`config.mk`:
```
export PLATFORM = sky130hd
export DESIGN_NAME = mem_arbiter_flat
export DESIGN_NICKNAME = d
export VERILOG_FILES = /design/src/rtl/mem_arbiter_pkg.sv /design/src/rtl/mem_arbiter_if.sv /design/src/rtl/mem_arbiter_prio2.sv /design/src/rtl/mem_arbiter.sv /design/src/flat_wrapper.sv
export SDC_FILE = /design/constraint.sdc
export NUM_CORES = 1
export LEC_CHECK = 0
export CELL_PAD_IN_SITES_DETAIL_PLACEMENT = 2
export CELL_PAD_IN_SITES_GLOBAL_PLACEMENT = 2
export CORE_MARGIN = 2
export CORE_UTILIZATION = 10
export DETAILED_ROUTE_END_ITERATION = 16
export PLACE_DENSITY_LB_ADDON = 0.1
export SLEW_MARGIN = 20
export SYNTH_ARGS = -nofsm -noshare
export SYNTH_HDL_FRONTEND = slang
export SYNTH_SLANG_ARGS = --single-unit
```
`constraint.sdc`:
```
create_clock -name clk -period 1.6 [get_ports clk]
set_input_delay 0.32 -clock clk [delete_from_list [all_inputs] [get_ports clk]]
set_output_delay 0.32 -clock clk [all_outputs]
set_load 0.005 [all_outputs]
```
`src/rtl/mem_arbiter_pkg.sv`:
```
// Shared encodings and constants for the IF/LS single-port memory arbiter.
package mem_arbiter_pkg;

  localparam int WORD_SHIFT = 2;
  localparam int BYTE_LANES = 4;

  typedef enum logic [2:0] {
    OWN_NONE    = 3'd0,
    OWN_IF      = 3'd1,
    OWN_LS_RD   = 3'd2,
    OWN_LS_WR   = 3'd3,
    OWN_IF_DROP = 3'd4
  } owner_e;

endpackage

```
`src/rtl/mem_arbiter_if.sv`:
```
// Requester and memory-macro signals of the arbiter, bundled with per-side modports.
interface mem_arbiter_if
  import mem_arbiter_pkg::*;
#(
  parameter int ADDR_W = 32,
  parameter int DATA_W = 32
);

  logic                    if_req_valid;
  logic                    if_req_ready;
  logic [ADDR_W-1:0]       if_addr;
  logic                    if_flush;
  logic                    if_rsp_valid;
  logic [DATA_W-1:0]       if_rdata;

  logic                    ls_req_valid;
  logic                    ls_req_ready;
  logic [ADDR_W-1:0]       ls_addr;
  logic                    ls_we;
  logic [BYTE_LANES-1:0]   ls_wstrb;
  logic [DATA_W-1:0]       ls_wdata;
  logic                    ls_rsp_valid;
  logic [DATA_W-1:0]       ls_rdata;

  logic                    mem_en;
  logic [BYTE_LANES-1:0]   mem_we;
  logic [ADDR_W-3:0]       mem_addr;
  logic [DATA_W-1:0]       mem_wdata;
  logic [DATA_W-1:0]       mem_rdata;

  modport slave (
    input  if_req_valid, if_addr, if_flush,
    input  ls_req_valid, ls_addr, ls_we, ls_wstrb, ls_wdata,
    input  mem_rdata,
    output if_req_ready, if_rsp_valid, if_rdata,
    output ls_req_ready, ls_rsp_valid, ls_rdata,
    output mem_en, mem_we, mem_addr, mem_wdata
  );

  modport master (
    output if_req_valid, if_addr, if_flush,
    output ls_req_valid, ls_addr, ls_we, ls_wstrb, ls_wdata,
    output mem_rdata,
    input  if_req_ready, if_rsp_valid, if_rdata,
    input  ls_req_ready, ls_rsp_valid, ls_rdata,
    input  mem_en, mem_we, mem_addr, mem_wdata
  );

endinterface

```
`src/rtl/mem_arbiter_prio2.sv`:
```
// Two-input fixed-priority grant: LS wins by default, IF is forced once it has
// watched MAX_STARVE consecutive LS grants.
module arb_prio2 #(
  parameter int MAX_STARVE = 4
) (
  input  logic clk,
  input  logic rst_n,
  input  logic i_ls_valid,
  input  logic i_if_valid,
  output logic o_ls_grant,
  output logic o_if_grant
);

  localparam logic [3:0] L_MAX = 4'(MAX_STARVE);

  logic [3:0] r_starve_cnt;
  logic       w_force_if;

  assign w_force_if = (r_starve_cnt == L_MAX);
  assign o_if_grant = i_if_valid & (~i_ls_valid | w_force_if);
  assign o_ls_grant = i_ls_valid & ~o_if_grant;

  // Counts only LS wins that IF actually had to watch.
  always_ff @(posedge clk or negedge rst_n) begin
    if (!rst_n) begin
      r_starve_cnt <= 4'd0;
    end else if (!i_if_valid || o_if_grant) begin
      r_starve_cnt <= 4'd0;
    end else if (o_ls_grant && !w_force_if) begin
      r_starve_cnt <= r_starve_cnt + 4'd1;
    end
  end

endmodule

```
`src/rtl/mem_arbiter.sv`:
```
// Shares one single-port SRAM between instruction fetch and load/store, routing
// the one-cycle-latency read data back to whoever issued the access.
//
//   state       | meaning
//   OWN_NONE    | no access issued last cycle
//   OWN_IF      | fetch issued last cycle, response due now
//   OWN_LS_RD   | load issued last cycle, data due now
//   OWN_LS_WR   | store issued last cycle, ack due now
//   OWN_IF_DROP | fetch issued under flush, response suppressed
module mem_arbiter
  import mem_arbiter_pkg::*;
#(
  parameter int ADDR_W     = 32,
  parameter int DATA_W     = 32,
  parameter int MAX_STARVE = 4
) (
  input  logic          clk,
  input  logic          rst_n,
  mem_arbiter_if.slave  bus
);

  logic                  w_if_valid;
  logic                  w_ls_valid;
  logic                  w_if_grant;
  logic                  w_ls_grant;
  logic                  w_unused_lsb;
  logic [ADDR_W-3:0]     w_mem_addr;
  logic [BYTE_LANES-1:0] w_mem_we;
  logic [DATA_W-1:0]     w_mem_wdata;
  owner_e                r_owner;

  // Gating with rst_n keeps every request output low while reset is held.
  assign w_if_valid = bus.if_req_valid & rst_n;
  assign w_ls_valid = bus.ls_req_valid & rst_n;

  arb_prio2 #(
    .MAX_STARVE (MAX_STARVE)
  ) u_prio (
    .clk        (clk),
    .rst_n      (rst_n),
    .i_ls_valid (w_ls_valid),
    .i_if_valid (w_if_valid),
    .o_ls_grant (w_ls_grant),
    .o_if_grant (w_if_grant)
  );

  assign w_unused_lsb = ^{bus.if_addr[WORD_SHIFT-1:0], bus.ls_addr[WORD_SHIFT-1:0]};

  always_comb begin
    w_mem_addr  = '0;
    w_mem_we    = '0;
    w_mem_wdata = '0;
    if (w_if_grant) begin
      w_mem_addr = bus.if_addr[ADDR_W-1:WORD_SHIFT];
    end else if (w_ls_grant) begin
      w_mem_addr = bus.ls_addr[ADDR_W-1:WORD_SHIFT];
      if (bus.ls_we) begin
        w_mem_we    = bus.ls_wstrb;
        w_mem_wdata = bus.ls_wdata;
      end
    end
  end

  assign bus.if_req_ready = w_if_grant;
  assign bus.ls_req_ready = w_ls_grant;
  assign bus.mem_en       = w_if_grant | w_ls_grant;
  assign bus.mem_addr     = w_mem_addr;
  assign bus.mem_we       = w_mem_we;
  assign bus.mem_wdata    = w_mem_wdata;

  always_ff @(posedge clk or negedge rst_n) begin
    if (!rst_n) begin
      r_owner <= OWN_NONE;
    end else if (w_if_grant) begin
      r_owner <= bus.if_flush ? OWN_IF_DROP : OWN_IF;
    end else if (w_ls_grant) begin
      r_owner <= bus.ls_we ? OWN_LS_WR : OWN_LS_RD;
    end else begin
      r_owner <= OWN_NONE;
    end
  end

  // A flush arriving in the response cycle still kills a live fetch response.
  assign bus.if_rsp_valid = (r_owner == OWN_IF) & ~bus.if_flush;
  assign bus.if_rdata     = (r_owner == OWN_IF) ? bus.mem_rdata : '0;
  assign bus.ls_rsp_valid = (r_owner == OWN_LS_RD) | (r_owner == OWN_LS_WR);
  assign bus.ls_rdata     = (r_owner == OWN_LS_RD) ? bus.mem_rdata : '0;

endmodule

```
`src/flat_wrapper.sv`:
```
// flat-port wrapper written by rule: the top's interface ports become plain ports
module mem_arbiter_flat import mem_arbiter_pkg::*;
#(
  parameter int ADDR_W     = 32,
  parameter int DATA_W     = 32,
  parameter int MAX_STARVE = 4
)
  (clk, rst_n, bus_if_req_valid, bus_if_addr, bus_if_flush, bus_ls_req_valid, bus_ls_addr, bus_ls_we, bus_ls_wstrb, bus_ls_wdata, bus_mem_rdata, bus_if_req_ready, bus_if_rsp_valid, bus_if_rdata, bus_ls_req_ready, bus_ls_rsp_valid, bus_ls_rdata, bus_mem_en, bus_mem_we, bus_mem_addr, bus_mem_wdata);
  mem_arbiter_if #(.ADDR_W(ADDR_W), .DATA_W(DATA_W)) bus_i ();
  input  logic clk;
  input  logic rst_n;
  input wire logic [$bits(bus_i.if_req_valid)-1:0] bus_if_req_valid;
  input wire logic [$bits(bus_i.if_addr)-1:0] bus_if_addr;
  input wire logic [$bits(bus_i.if_flush)-1:0] bus_if_flush;
  input wire logic [$bits(bus_i.ls_req_valid)-1:0] bus_ls_req_valid;
  input wire logic [$bits(bus_i.ls_addr)-1:0] bus_ls_addr;
  input wire logic [$bits(bus_i.ls_we)-1:0] bus_ls_we;
  input wire logic [$bits(bus_i.ls_wstrb)-1:0] bus_ls_wstrb;
  input wire logic [$bits(bus_i.ls_wdata)-1:0] bus_ls_wdata;
  input wire logic [$bits(bus_i.mem_rdata)-1:0] bus_mem_rdata;
  output wire logic [$bits(bus_i.if_req_ready)-1:0] bus_if_req_ready;
  output wire logic [$bits(bus_i.if_rsp_valid)-1:0] bus_if_rsp_valid;
  output wire logic [$bits(bus_i.if_rdata)-1:0] bus_if_rdata;
  output wire logic [$bits(bus_i.ls_req_ready)-1:0] bus_ls_req_ready;
  output wire logic [$bits(bus_i.ls_rsp_valid)-1:0] bus_ls_rsp_valid;
  output wire logic [$bits(bus_i.ls_rdata)-1:0] bus_ls_rdata;
  output wire logic [$bits(bus_i.mem_en)-1:0] bus_mem_en;
  output wire logic [$bits(bus_i.mem_we)-1:0] bus_mem_we;
  output wire logic [$bits(bus_i.mem_addr)-1:0] bus_mem_addr;
  output wire logic [$bits(bus_i.mem_wdata)-1:0] bus_mem_wdata;
  assign bus_i.if_req_valid = bus_if_req_valid;
  assign bus_i.if_addr = bus_if_addr;
  assign bus_i.if_flush = bus_if_flush;
  assign bus_i.ls_req_valid = bus_ls_req_valid;
  assign bus_i.ls_addr = bus_ls_addr;
  assign bus_i.ls_we = bus_ls_we;
  assign bus_i.ls_wstrb = bus_ls_wstrb;
  assign bus_i.ls_wdata = bus_ls_wdata;
  assign bus_i.mem_rdata = bus_mem_rdata;
  assign bus_if_req_ready = bus_i.if_req_ready;
  assign bus_if_rsp_valid = bus_i.if_rsp_valid;
  assign bus_if_rdata = bus_i.if_rdata;
  assign bus_ls_req_ready = bus_i.ls_req_ready;
  assign bus_ls_rsp_valid = bus_i.ls_rsp_valid;
  assign bus_ls_rdata = bus_i.ls_rdata;
  assign bus_mem_en = bus_i.mem_en;
  assign bus_mem_we = bus_i.mem_we;
  assign bus_mem_addr = bus_i.mem_addr;
  assign bus_mem_wdata = bus_i.mem_wdata;
  mem_arbiter #(.ADDR_W(ADDR_W), .DATA_W(DATA_W), .MAX_STARVE(MAX_STARVE)) u_core (.clk(clk), .rst_n(rst_n), .bus(bus_i));
endmodule
```
==> results of run 1 <==
==> through the flow <==
stage,hold WS [ns],power [mW]
3_3_place_gp,0.525,1.08
6_report,0.186,1.84
5_1_grt,0.235,1.94
4_1_cts,0.222,1.74
2_1_floorplan,0.0244,0.387
3_5_place_dp,0.538,1.09
==> registers in the layout, indices dropped and copies added (netlist names) <==
signal	count
u_core.u_prio.r_starve_cnt	4
u_core.r_owner	3
==> worst paths after layout <==
path	from	endpoint	slack, ns	cells past startpoint
setup reg to reg	u_core.u_prio.r_starve_cnt[1]$_DFFE_PN0P_	u_core.r_owner[0]$_DFF_PN0_	0.06	7
hold / removal	rst_n	u_core.r_owner[1]$_DFF_PN0_	0.19	2
setup / recovery	u_core.u_prio.r_starve_cnt[1]$_DFFE_PN0P_	bus_mem_addr[4]	-0.60	9
hold reg to reg	u_core.u_prio.r_starve_cnt[3]$_DFFE_PN0P_	u_core.u_prio.r_starve_cnt[3]$_DFFE_PN0P_	0.64	3
min in group clk	u_core.u_prio.r_starve_cnt[3]$_DFFE_PN0P_	u_core.u_prio.r_starve_cnt[3]$_DFFE_PN0P_	0.64	3
max in group asynchronous	rst_n	u_core.u_prio.r_starve_cnt[2]$_DFFE_PN0P_	1.28	2
==> layout make-up <==
type / count / area [sq um]
Fill cell: 1403 / 7560
Timing Repair Buffer: 355 / 3740
Multi-Input combinational cell: 152 / 1440
Tap cell: 176 / 220
Sequential cell: 7 / 175
Clock buffer: 4 / 78.8
Inverter: 5 / 18.8
Antenna cell: 1 / 2.50
==> critical path: cells and delay by family, from the launching register on <==
kind	cells	cell delay, ns
and+or+nand+nor	1	0.08
adders and majority gates	1	0.14
AOI/OAI and AO/OA	2	0.43
DFF	1	0.38
buffers and inverters	5	0.61
==> layout by cell type (no fill, tap or decap), types with 2 or more instances in the layout <==
cell / synthesis / final
and2_1: 66 / 3
buf_4: 0 / 17
clkbuf_16: 0 / 5
dlygate4sd2_1: 0 / 2
buf_12: 0 / 9
buf_8: 0 / 6
clkdlybuf4s50_1: 0 / 131
buf_2: 4 / 34
buf_16: 0 / 4
inv_1: 5 / 3
nor2b_4: 0 / 2
and3_1: 36 / 2
buf_6: 3 / 149
inv_2: 0 / 2
nor2_1: 4 / 4
and2_4: 0 / 63
a22o_1: 31 / 31
dfrtp_1: 7 / 7
and3_4: 0 / 34
==> power by group through the flow <==
stage	Combinational (mW)	Sequential, mW	Clock [mW]
after CTS	1.11	0.186	0.441
after global routing	1.30	0.188	0.454
after floorplan	0.200	0.187	0
final	1.22	0.187	0.434
after global placement	0.889	0.187	0
after detailed placement	0.901	0.188	0
==> what timing repair did <==
| action | in CTS | in global routing |
|---|---|---|
| endpoints found under the setup margin | 135 | 137 |
| setup buffers | 48 | 19 |
| pin swaps | 42 | 47 |
| endpoints found under the hold margin | 0 | 0 |
| cloned | 10 | 1 |
| resized for setup | 645 | 175 |
==> kinds of logic after synthesis <==
logic type	Yosys count	share of synthesized area
and+or+nand+nor	113	0.521
AOI/OAI and AO/OA	35	0.232
buffers and inverters	24	0.0866
DFF	7	0.129
xor gates and xnor gates	2	0.0129
adders and majority gates	2	0.0184
==> layer usage <==
metal / part of all wire / global-route usage
met1: 0.33 / 0.169
met2: 0.55 / 0.359
met3: 0.11 / 0.0731
met4: 0.0097 / 0.0305
met5: 0 / 0
==> impl_metrics.xml, run 1 <==
<?xml version="1.0" encoding="UTF-8"?>
<metrics>
  <group name="status">
    <metric name="outcome" unit="">complete, but fails checks</metric>
    <metric name="failed_checks" unit="">setup timing</metric>
  </group>
  <group name="power">
    <metric name="power_frac_clock" unit="">0.235</metric>
    <metric name="power_density" unit="nW/um^2">325</metric>
    <metric name="static_power_due_to_leakage" unit="nW">2.67</metric>
    <metric name="internal-power" unit="mW">1.36</metric>
    <metric name="switchingPower" unit="uW">486</metric>
    <metric name="worst_ir_drop_vdd" unit="mV">0.304</metric>
    <metric name="switching_share" unit="">0.264</metric>
    <metric name="power_frac_seq" unit="">0.102</metric>
    <metric name="power_share_of_the_combinational_group" unit="">0.663</metric>
  </group>
  <group name="route">
    <metric name="drt_iter0_drc" unit="">39</metric>
    <metric name="drt_first_pass_iters" unit="">2</metric>
    <metric name="wl" unit="um">14100</metric>
    <metric name="route.antenna.remaining_nets" unit="">0</metric>
    <metric name="vias_per_cell" unit="">4.07</metric>
    <metric name="via_count" unit="">2846</metric>
    <metric name="drcViolationCount" unit="">0</metric>
    <metric name="avgRoutedWirePerCell" unit="um">20.1</metric>
  </group>
  <group name="timing">
    <metric name="clock_skew" unit="ns">0.000572</metric>
    <metric name="min_period_over_period" unit="">1.38</metric>
    <metric name="final_period_minus_worst_setup_slack" unit="ns">2.20</metric>
    <metric name="timing.final.max_slew_violations" unit="">0</metric>
    <metric name="rsz0062_at_grt" unit="">true</metric>
    <metric name="final-setup-viol-count" unit="">134</metric>
    <metric name="setup_ws" unit="ns">-0.604</metric>
    <metric name="timing_hold_violations_final" unit="">0</metric>
    <metric name="setup_tns" unit="ns">-51.39</metric>
    <metric name="max_slew.worst_pin.slew" unit="ns">0.253</metric>
    <metric name="maxSlewHeadroom" unit="">0.831</metric>
    <metric name="max_clock_freq" unit="MHz">454</metric>
  </group>
  <group name="final_layout">
    <metric name="drive_above_1_share" unit="">0.631</metric>
    <metric name="fin_nets" unit="">664</metric>
    <metric name="areaGrowthSynthToFinish" unit="%">318</metric>
    <metric name="final_cell_area" unit="sq um">5680</metric>
    <metric name="finalCoreUtilization" unit="">0.429</metric>
    <metric name="layoutNonFillerInstCount" unit="">700</metric>
  </group>
  <group name="clocking">
    <metric name="clk-insertion-delay-late" unit="ns">0.23</metric>
    <metric name="cts.reportedPaths.clkPinSlew" unit="ns">0.04</metric>
    <metric name="clockBufferDepth" unit="">2</metric>
    <metric name="htree_num_levels" unit="">1</metric>
    <metric name="cts_num_sinks" unit="">7</metric>
    <metric name="cts_made_buffers" unit="">3</metric>
    <metric name="tritoncts" unit="">built</metric>
    <metric name="clk_root_buffer_cell" unit="">clkbuf_16</metric>
    <metric name="cts_hold_buf" unit="">0</metric>
  </group>
  <group name="logic_synthesis">
    <metric name="synth.yosys.warnings" unit="">0</metric>
    <metric name="syn_avg_cell_area" unit="sq um">7.43</metric>
    <metric name="ys_dominant_reg_cell" unit="">dfrtp_1</metric>
    <metric name="synth.ff_latch_count" unit="">7</metric>
    <metric name="synth.lib_cells_used.distinct" unit="">22</metric>
    <metric name="most_used_standard_cells_in_the_synthesized_netlist" unit="">66 x and2_1, 36 x and3_1, 31 x a22o_1, 12 x clkbuf_1, 7 x dfrtp_1</metric>
    <metric name="synthMostInstantiatedCell" unit="">and2_1</metric>
    <metric name="synth_top_cell_by_area" unit="">and2_1</metric>
    <metric name="gate_count_post_synth" unit="">183</metric>
    <metric name="area_fraction_of_the_dominant_cell_type_after_synthesis" unit="">0.304</metric>
    <metric name="syn_area" unit="sq um">1360</metric>
    <metric name="top_area_cells_in_the_synthesized_netlist" unit="">and2_1 30%, a22o_1 20%, and3_1 17%</metric>
    <metric name="synthesis.nets" unit="">323</metric>
    <metric name="postSynth.asyncResetShare" unit="">1.00</metric>
    <metric name="number_of_enable_flip_flop_cells_after_synthesis" unit="">0</metric>
    <metric name="synth_sequential_area_ratio" unit="">0.129</metric>
  </group>
  <group name="place">
    <metric name="dp_cells" unit="">630</metric>
    <metric name="placedInstanceArea" unit="sq um">4390</metric>
    <metric name="finalWeightedCongestion" unit="">0.681</metric>
    <metric name="dp_hpwl" unit="um">9620</metric>
    <metric name="io_buffers" unit="">268</metric>
    <metric name="place_worst_setup_slack" unit="ns">-0.803</metric>
  </group>
  <group name="setup_path">
    <metric name="worstPathMaxFanout" unit="">8</metric>
    <metric name="slowest_stage" unit="">dfrtp_1</metric>
    <metric name="setup.worst_path.end_class" unit="">primary output</metric>
    <metric name="critPathKind" unit="">reg -&gt; out</metric>
    <metric name="crit_start_category" unit="">flip-flop</metric>
    <metric name="cp_data_arrival_time" unit="ns">1.88</metric>
    <metric name="critPathRequiredTime" unit="ns">1.28</metric>
    <metric name="path_cells" unit="">inv_2, ha_4, nand3b_4, o211a_4, buf_12, buf_16, buf_6, a22o_1, buf_2</metric>
    <metric name="delay_of_the_slowest_cell_on_the_worst_path" unit="ns">0.38</metric>
  </group>
  <group name="die">
    <metric name="chipWidth" unit="um">121</metric>
    <metric name="io_pins" unit="">273</metric>
    <metric name="die_h" unit="um">121</metric>
    <metric name="die-area" unit="sq um">14500</metric>
    <metric name="placeableCoreArea" unit="sq um">13200</metric>
    <metric name="initial_core_util" unit="">0.103</metric>
    <metric name="core.rowCount" unit="">42</metric>
  </group>
  <group name="global_route">
    <metric name="grt_pass1_vias" unit="">3237</metric>
    <metric name="initial_antenna_violation_count" unit="">1</metric>
    <metric name="wire_length_of_the_first_global_routing_pass" unit="um">19700</metric>
    <metric name="grt_usage" unit="">0.179</metric>
    <metric name="grt_remaining_overflow" unit="">0</metric>
    <metric name="largest_net_degree_at_the_start_of_global_routing" unit="">28</metric>
  </group>
  <group name="flow_run">
    <metric name="maxCapViolCount" unit="">0</metric>
  </group>
  <group name="hold_path">
    <metric name="hp-class" unit="">in -&gt; async</metric>
  </group>
</metrics>
No activity file was read; power rests on OpenSTA's default activity.
==> run 2, diff against run 1 <==
--- a/config.mk
+++ b/config.mk
@@ -10,6 +10,7 @@
 export CORE_MARGIN = 2
 export CORE_UTILIZATION = 10
 export DETAILED_ROUTE_END_ITERATION = 16
+export GPL_TIMING_DRIVEN = 0
 export PLACE_DENSITY_LB_ADDON = 0.1
 export SLEW_MARGIN = 20
 export SYNTH_ARGS = -nofsm -noshare
==> constraint.sdc (replaced) <==
create_clock -name clk -period 2.8 [get_ports clk]
set_input_delay 0.56 -clock clk [delete_from_list [all_inputs] [get_ports clk]]
set_output_delay 0.56 -clock clk [all_outputs]
set_load 0.005 [all_outputs]
==> impl_metrics.xml, run 2 (synthesis gave the netlist of run 1 again) <==
<?xml version="1.0" encoding="UTF-8"?>
<metrics>
  <group name="setup_path">
    <metric name="cp_data_arrival_time" unit="ns">2.21</metric>
    <metric name="timing.critical_path.buf_inv" unit="">4</metric>
    <metric name="crit_path_max_delay_family" unit="">buffers and inverters</metric>
    <metric name="reg2reg_start" unit="">u_core.u_prio.r_starve_cnt[0]$_DFFE_PN0P_</metric>
    <metric name="path_cells" unit="">inv_1, ha_2, nand3b_4, o211a_4, buf_6, buf_6, a22o_1, clkdlybuf4s50_1</metric>
    <metric name="setup.worst_path.end_class" unit="">primary output</metric>
    <metric name="delay_of_the_slowest_cell_on_the_worst_path" unit="ns">0.46</metric>
    <metric name="critPathKind" unit="">reg -&gt; out</metric>
    <metric name="worstPathMaxFanout" unit="">10</metric>
    <metric name="crit_start_category" unit="">flip-flop</metric>
    <metric name="slowest_stage" unit="">clkdlybuf4s50_1</metric>
    <metric name="timing.critical_path.mode_cell" unit="">buf_6</metric>
    <metric name="timing.critical_path.from" unit="">u_core.u_prio.r_starve_cnt[0]$_DFFE_PN0P_</metric>
    <metric name="critPathRequiredTime" unit="ns">2.24</metric>
  </group>
  <group name="timing">
    <metric name="timing_hold_violations_final" unit="">0</metric>
    <metric name="hold_slack" unit="ns">0.196</metric>
    <metric name="timing.final.max_slew_violations" unit="">0</metric>
    <metric name="final_period_minus_worst_setup_slack" unit="ns">2.77</metric>
    <metric name="max_clock_freq" unit="MHz">361</metric>
    <metric name="max_slew.worst_pin.slew" unit="ns">0.390</metric>
    <metric name="maxSlewHeadroom" unit="">0.739</metric>
    <metric name="setup_tns" unit="ns">0</metric>
    <metric name="min_period_over_period" unit="">0.990</metric>
    <metric name="clock_skew" unit="ns">0.000252</metric>
    <metric name="final-setup-viol-count" unit="">0</metric>
  </group>
  <group name="route">
    <metric name="wirelength_met1" unit="um">4000</metric>
    <metric name="top_signal_layer_used" unit="">met4</metric>
    <metric name="drcViolationCount" unit="">0</metric>
    <metric name="route.antenna.remaining_nets" unit="">0</metric>
    <metric name="drt_iter0_drc" unit="">30</metric>
    <metric name="drt_first_pass_iters" unit="">3</metric>
    <metric name="avgRoutedWirePerCell" unit="um">18.0</metric>
    <metric name="wl_met2" unit="um">5730</metric>
    <metric name="vias_per_cell" unit="">4.02</metric>
    <metric name="wl" unit="um">11500</metric>
    <metric name="met3WireLength" unit="um">1480</metric>
    <metric name="via_count" unit="">2569</metric>
  </group>
  <group name="die">
    <metric name="die_h" unit="um">121</metric>
    <metric name="placeableCoreArea" unit="sq um">13200</metric>
    <metric name="initial_core_util" unit="">0.103</metric>
    <metric name="die-area" unit="sq um">14500</metric>
    <metric name="io_pins" unit="">273</metric>
    <metric name="core.rowCount" unit="">42</metric>
    <metric name="chipWidth" unit="um">121</metric>
  </group>
  <group name="power">
    <metric name="switching_share" unit="">0.245</metric>
    <metric name="power_frac_clock" unit="">0.287</metric>
    <metric name="p_total" unit="uW">844</metric>
    <metric name="switchingPower" unit="uW">206</metric>
    <metric name="power_share_of_the_combinational_group" unit="">0.586</metric>
    <metric name="static_power_due_to_leakage" unit="nW">1.97</metric>
    <metric name="power_density" unit="nW/um^2">190</metric>
    <metric name="worst_ir_drop_vdd" unit="mV">0.135</metric>
    <metric name="internal-power" unit="uW">637</metric>
    <metric name="power_frac_seq" unit="">0.126</metric>
  </group>
  <group name="place">
    <metric name="finalWeightedCongestion" unit="">0.724</metric>
    <metric name="io_buffers" unit="">268</metric>
    <metric name="dp_hpwl" unit="um">10200</metric>
  </group>
  <group name="final_layout">
    <metric name="largest_register_ffs" unit="">4</metric>
    <metric name="layout_commonest_cell" unit="">clkdlybuf4s50_1</metric>
    <metric name="fin_nets" unit="">603</metric>
    <metric name="areaGrowthSynthToFinish" unit="%">227</metric>
    <metric name="leading_cell_types_in_the_layout_fill_and_taps_excluded" unit="">254 x clkdlybuf4s50_1, 66 x and2_1, 36 x and3_1, 31 x a22o_1, 10 x buf_4</metric>
    <metric name="drive_above_1_share" unit="">0.0649</metric>
    <metric name="reg_top3" unit="">u_core.u_prio.r_starve_cnt x4, u_core.r_owner x3</metric>
    <metric name="layout.filler_cells" unit="">1540</metric>
    <metric name="register_containing_the_most_flip_flops_in_the_final_layout" unit="">u_core.u_prio.r_starve_cnt</metric>
    <metric name="area.sequential" unit="sq um">175</metric>
    <metric name="multi_input_comb_area" unit="sq um">1080</metric>
  </group>
  <group name="clocking">
    <metric name="cts_num_sinks" unit="">7</metric>
    <metric name="htree_num_levels" unit="">1</metric>
    <metric name="cts_made_buffers" unit="">3</metric>
    <metric name="cts.reportedPaths.clkPinSlew" unit="ns">0.03</metric>
    <metric name="clk_root_buffer_cell" unit="">clkbuf_16</metric>
    <metric name="cts_hold_buf" unit="">0</metric>
    <metric name="clk-insertion-delay-late" unit="ns">0.23</metric>
    <metric name="tritoncts" unit="">built</metric>
    <metric name="clockBufferDepth" unit="">2</metric>
  </group>
  <group name="global_route">
    <metric name="grt_remaining_overflow" unit="">0</metric>
    <metric name="grt_usage" unit="">0.148</metric>
    <metric name="largest_net_degree_at_the_start_of_global_routing" unit="">13</metric>
    <metric name="initial_antenna_violation_count" unit="">0</metric>
    <metric name="grt_pass1_vias" unit="">2798</metric>
    <metric name="wire_length_of_the_first_global_routing_pass" unit="um">16600</metric>
  </group>
  <group name="hold_path">
    <metric name="hp-class" unit="">in -&gt; async</metric>
  </group>
  <group name="status">
    <metric name="outcome" unit="">complete, no violations</metric>
  </group>
  <group name="flow_run">
    <metric name="maxCapViolCount" unit="">0</metric>
  </group>
</metrics>
[run 2: changes by cell type in the layout (fill, tap and decap cells not counted), moves of 34 or more]
cell,delta
and2_1,+63
and2_4,-63
and3_1,+34
and3_4,-34
buf_6,-145
clkdlybuf4s50_1,+123
[run 2: what timing repair did]
item | CTS | global route
resized for setup | 20 | 16
buffers inserted | 2 | 5
setup endpoints to repair | 98 | 75
[run 2: layout make-up]
cell class              instances  area share
clock buffers                   4      0.0177
repair buffers                275       0.618
plain buffers                  19      0.0270
inverters                       5     0.00422
multi-input cells             152       0.244
flip-flops and latches          7      0.0394
diodes                          1    0.000563
well taps                     176      0.0496
[run 2: final timing paths]
check                                                            endpoint  cells past startpoint  slack (ns)
min in group clk                u_core.u_prio.r_starve_cnt[3]$_DFFE_PN0P_                      2        0.54
max in group asynchronous                     u_core.r_owner[2]$_DFF_PN0_                      1        2.40
worst min-delay path            u_core.u_prio.r_starve_cnt[0]$_DFFE_PN0P_                      1        0.20
worst min register to register  u_core.u_prio.r_starve_cnt[3]$_DFFE_PN0P_                      2        0.54
worst max-delay path                                     bus_mem_addr[18]                      8        0.03
worst max register to register                u_core.r_owner[0]$_DFF_PN0_                      6        1.21
[run 2: power groups by stage]
stage                     Sequential (mW)  Clock (mW)  Combinational (mW)
after floorplan                     0.107           0               0.114
after global placement              0.107           0               0.491
after detailed placement            0.107           0               0.499
after CTS                           0.106       0.247               0.503
after global routing                0.107       0.255               0.534
final                               0.106       0.243               0.495
[run 2: layer usage]
metal,track usage,vias up
li1,-,1197
met4,0.0472,0
met2,0.272,188
met5,0,-
met1,0.148,1166
met3,0.0656,18
[run 2: metrics by stage]
stage               worst slack [ns]  utilization  instances  area, sq um
floorplan                      0.837            -        183         1360
global placement              -0.696        0.322        627         4260
detailed placement            -0.739        0.322        627         4260
CTS                          0.00436        0.330        633         4370
global route                 -0.0372        0.335        638         4440
finish                        0.0278        0.336        639         4440
==> run 3, diff against run 2 <==
--- a/config.mk
+++ b/config.mk
@@ -7,12 +7,11 @@
 export LEC_CHECK = 0
 export CELL_PAD_IN_SITES_DETAIL_PLACEMENT = 2
 export CELL_PAD_IN_SITES_GLOBAL_PLACEMENT = 2
-export CORE_MARGIN = 2
 export CORE_UTILIZATION = 10
 export DETAILED_ROUTE_END_ITERATION = 16
 export GPL_TIMING_DRIVEN = 0
 export PLACE_DENSITY_LB_ADDON = 0.1
-export SLEW_MARGIN = 20
+export SLEW_MARGIN = 30
 export SYNTH_ARGS = -nofsm -noshare
 export SYNTH_HDL_FRONTEND = slang
 export SYNTH_SLANG_ARGS = --single-unit
==> impl_metrics.xml, run 3 (synthesis gave the netlist of run 1 again) <==
<?xml version="1.0" encoding="UTF-8"?>
<metrics>
  <group name="final_layout">
    <metric name="leading_cell_types_in_the_layout_fill_and_taps_excluded" unit="">243 x clkdlybuf4s50_1, 66 x and2_1, 36 x and3_1, 31 x a22o_1, 19 x dlymetal6s2s_1</metric>
    <metric name="reg_top3" unit="">u_core.u_prio.r_starve_cnt x4, u_core.r_owner x3</metric>
    <metric name="multi_input_comb_area" unit="sq um">1080</metric>
    <metric name="drive_above_1_share" unit="">0.0568</metric>
    <metric name="largest_register_ffs" unit="">4</metric>
    <metric name="finalCoreUtilization" unit="">0.335</metric>
    <metric name="register_containing_the_most_flip_flops_in_the_final_layout" unit="">u_core.u_prio.r_starve_cnt</metric>
    <metric name="layout.filler_cells" unit="">1525</metric>
    <metric name="layout_commonest_cell" unit="">clkdlybuf4s50_1</metric>
    <metric name="fin_nets" unit="">599</metric>
    <metric name="num_antenna_cells" unit="">0</metric>
    <metric name="areaGrowthSynthToFinish" unit="%">226</metric>
    <metric name="area.sequential" unit="sq um">175</metric>
  </group>
  <group name="hold_path">
    <metric name="hp-class" unit="">in -&gt; async</metric>
  </group>
  <group name="setup_path">
    <metric name="critPathRequiredTime" unit="ns">2.24</metric>
    <metric name="worstPathMaxFanout" unit="">10</metric>
    <metric name="critPathKind" unit="">reg -&gt; out</metric>
    <metric name="setup.worst_path.end_class" unit="">primary output</metric>
    <metric name="timing.critical_path.from" unit="">u_core.u_prio.r_starve_cnt[1]$_DFFE_PN0P_</metric>
    <metric name="reg2reg_start" unit="">u_core.u_prio.r_starve_cnt[1]$_DFFE_PN0P_</metric>
    <metric name="cp_data_arrival_time" unit="ns">2.15</metric>
    <metric name="crit_start_category" unit="">flip-flop</metric>
  </group>
  <group name="clocking">
    <metric name="htree_num_levels" unit="">1</metric>
    <metric name="cts.reportedPaths.clkPinSlew" unit="ns">0.04</metric>
    <metric name="clk_root_buffer_cell" unit="">clkbuf_16</metric>
    <metric name="cts_num_sinks" unit="">7</metric>
    <metric name="cts_made_buffers" unit="">3</metric>
    <metric name="clk-insertion-delay-late" unit="ns">0.23</metric>
    <metric name="clockBufferDepth" unit="">2</metric>
    <metric name="tritoncts" unit="">built</metric>
  </group>
  <group name="timing">
    <metric name="setup_tns" unit="ns">0</metric>
    <metric name="maxSlewHeadroom" unit="">0.753</metric>
    <metric name="min_period_over_period" unit="">0.967</metric>
    <metric name="clock_skew" unit="ns">0.00146</metric>
    <metric name="max_clock_freq" unit="MHz">369</metric>
    <metric name="timing_hold_violations_final" unit="">0</metric>
    <metric name="final-setup-viol-count" unit="">0</metric>
    <metric name="max_slew.worst_pin.slew" unit="ns">0.370</metric>
    <metric name="final_period_minus_worst_setup_slack" unit="ns">2.71</metric>
    <metric name="timing.final.max_slew_violations" unit="">0</metric>
    <metric name="rsz0062_at_grt" unit="">false</metric>
  </group>
  <group name="global_route">
    <metric name="grt_usage" unit="">0.149</metric>
    <metric name="initial_antenna_violation_count" unit="">0</metric>
    <metric name="wire_length_of_the_first_global_routing_pass" unit="um">16200</metric>
    <metric name="grt_pass1_vias" unit="">2734</metric>
    <metric name="grt_remaining_overflow" unit="">0</metric>
    <metric name="largest_net_degree_at_the_start_of_global_routing" unit="">13</metric>
  </group>
  <group name="route">
    <metric name="drt_iter0_drc" unit="">45</metric>
    <metric name="via_count" unit="">2504</metric>
    <metric name="route.antenna.remaining_nets" unit="">0</metric>
    <metric name="drt_first_pass_iters" unit="">4</metric>
    <metric name="avgRoutedWirePerCell" unit="um">17.4</metric>
    <metric name="drcViolationCount" unit="">0</metric>
    <metric name="wl" unit="um">11000</metric>
    <metric name="vias_per_cell" unit="">3.95</metric>
  </group>
  <group name="place">
    <metric name="dp_hpwl" unit="um">9740</metric>
    <metric name="io_buffers" unit="">268</metric>
    <metric name="finalWeightedCongestion" unit="">0.761</metric>
  </group>
  <group name="power">
    <metric name="static_power_due_to_leakage" unit="nW">2.12</metric>
    <metric name="power_density" unit="nW/um^2">188</metric>
    <metric name="worst_ir_drop_vdd" unit="mV">0.108</metric>
  </group>
  <group name="die">
    <metric name="io_pins" unit="">273</metric>
    <metric name="chipWidth" unit="um">119</metric>
    <metric name="core.rowCount" unit="">42</metric>
    <metric name="initial_core_util" unit="">0.103</metric>
    <metric name="placeableCoreArea" unit="sq um">13200</metric>
    <metric name="die-area" unit="sq um">14100</metric>
    <metric name="die_h" unit="um">119</metric>
  </group>
  <group name="flow_run">
    <metric name="maxCapViolCount" unit="">0</metric>
  </group>
  <group name="status">
    <metric name="outcome" unit="">complete, no violations</metric>
  </group>
</metrics>
-- run 3: cell types whose count changed in the layout (fill, tap and decap cells not counted) --
cell             before  now
clkbuf_1              7    6
buf_2                 1    3
clkdlybuf4s50_1     254  243
nor2b_1               1    2
nor2b_2               1    0
diode_2               1    0
buf_4                10    5
dlymetal6s2s_1        8   19
-- run 3: power by group --
| part | switching [mW] | internal (mW) |
|---|---|---|
| sequential | 0.00161 | 0.104 |
| clock | 0.0491 | 0.189 |
| combinational | 0.149 | 0.339 |
-- run 3: repair_timing --
| action | in CTS | in global routing |
|---|---|---|
| gates resized for setup | 20 | 27 |
| hold buffers | 0 | 0 |
| pin swaps | 0 | 2 |
| buffers inserted | 3 | 0 |
| setup endpoints to repair | 98 | 33 |
-- run 3: final timing paths --
path	end	slack, ns	cells past startpoint
worst max-delay path	bus_mem_we[2]	0.09	7
worst min-delay path	u_core.u_prio.r_starve_cnt[0]$_DFFE_PN0P_	0.20	1
worst max register to register	u_core.r_owner[0]$_DFF_PN0_	1.27	6
worst min register to register	u_core.u_prio.r_starve_cnt[3]$_DFFE_PN0P_	0.53	2
max in group asynchronous	u_core.r_owner[1]$_DFF_PN0_	2.40	1
min in group clk	u_core.u_prio.r_starve_cnt[3]$_DFFE_PN0P_	0.53	2
-- run 3: final cells by class --
class,instances,share of cell area
Sequential cell,7,0.0395
Tap cell,176,0.0497
Multi-Input combinational cell,152,0.244
Clock buffer,4,0.0178
Inverter,5,0.00423
Timing Repair Buffer,271,0.618
Buffer,19,0.0268
-- run 3: critical path, stage by stage (launching register included) --
cell and delay (ns):
dfrtp_1 0.38, inv_1 0.06, ha_2 0.18, nand3b_4 0.11
o211a_4 0.29, clkbuf_2 0.18, and3_1 0.20, clkdlybuf4s50_1 0.50
-- run 3: through the flow --
step                std cells  hold WS (ns)  total power [mW]  setup WS, ns  area [sq um]
global placement          627         0.481             0.597        -0.708          4260
floorplan                 183         0.264             0.221         0.837          1360
detailed placement        627         0.489             0.605        -0.693          4260
global route              634         0.210             0.879      0.000374          4430
finish                    634         0.197             0.831        0.0935          4430
CTS                       634         0.199             0.851        0.0200          4380
-- run 3: layer usage --
layer / share of wire / track usage / vias to the layer above
li1: - / - / 1189
met2: 0.52 / 0.293 / 176
met3: 0.11 / 0.0521 / 2
met5: 0 / 0 / -
met1: 0.36 / 0.152 / 1137
met4: 0.0044 / 0.0174 / 0
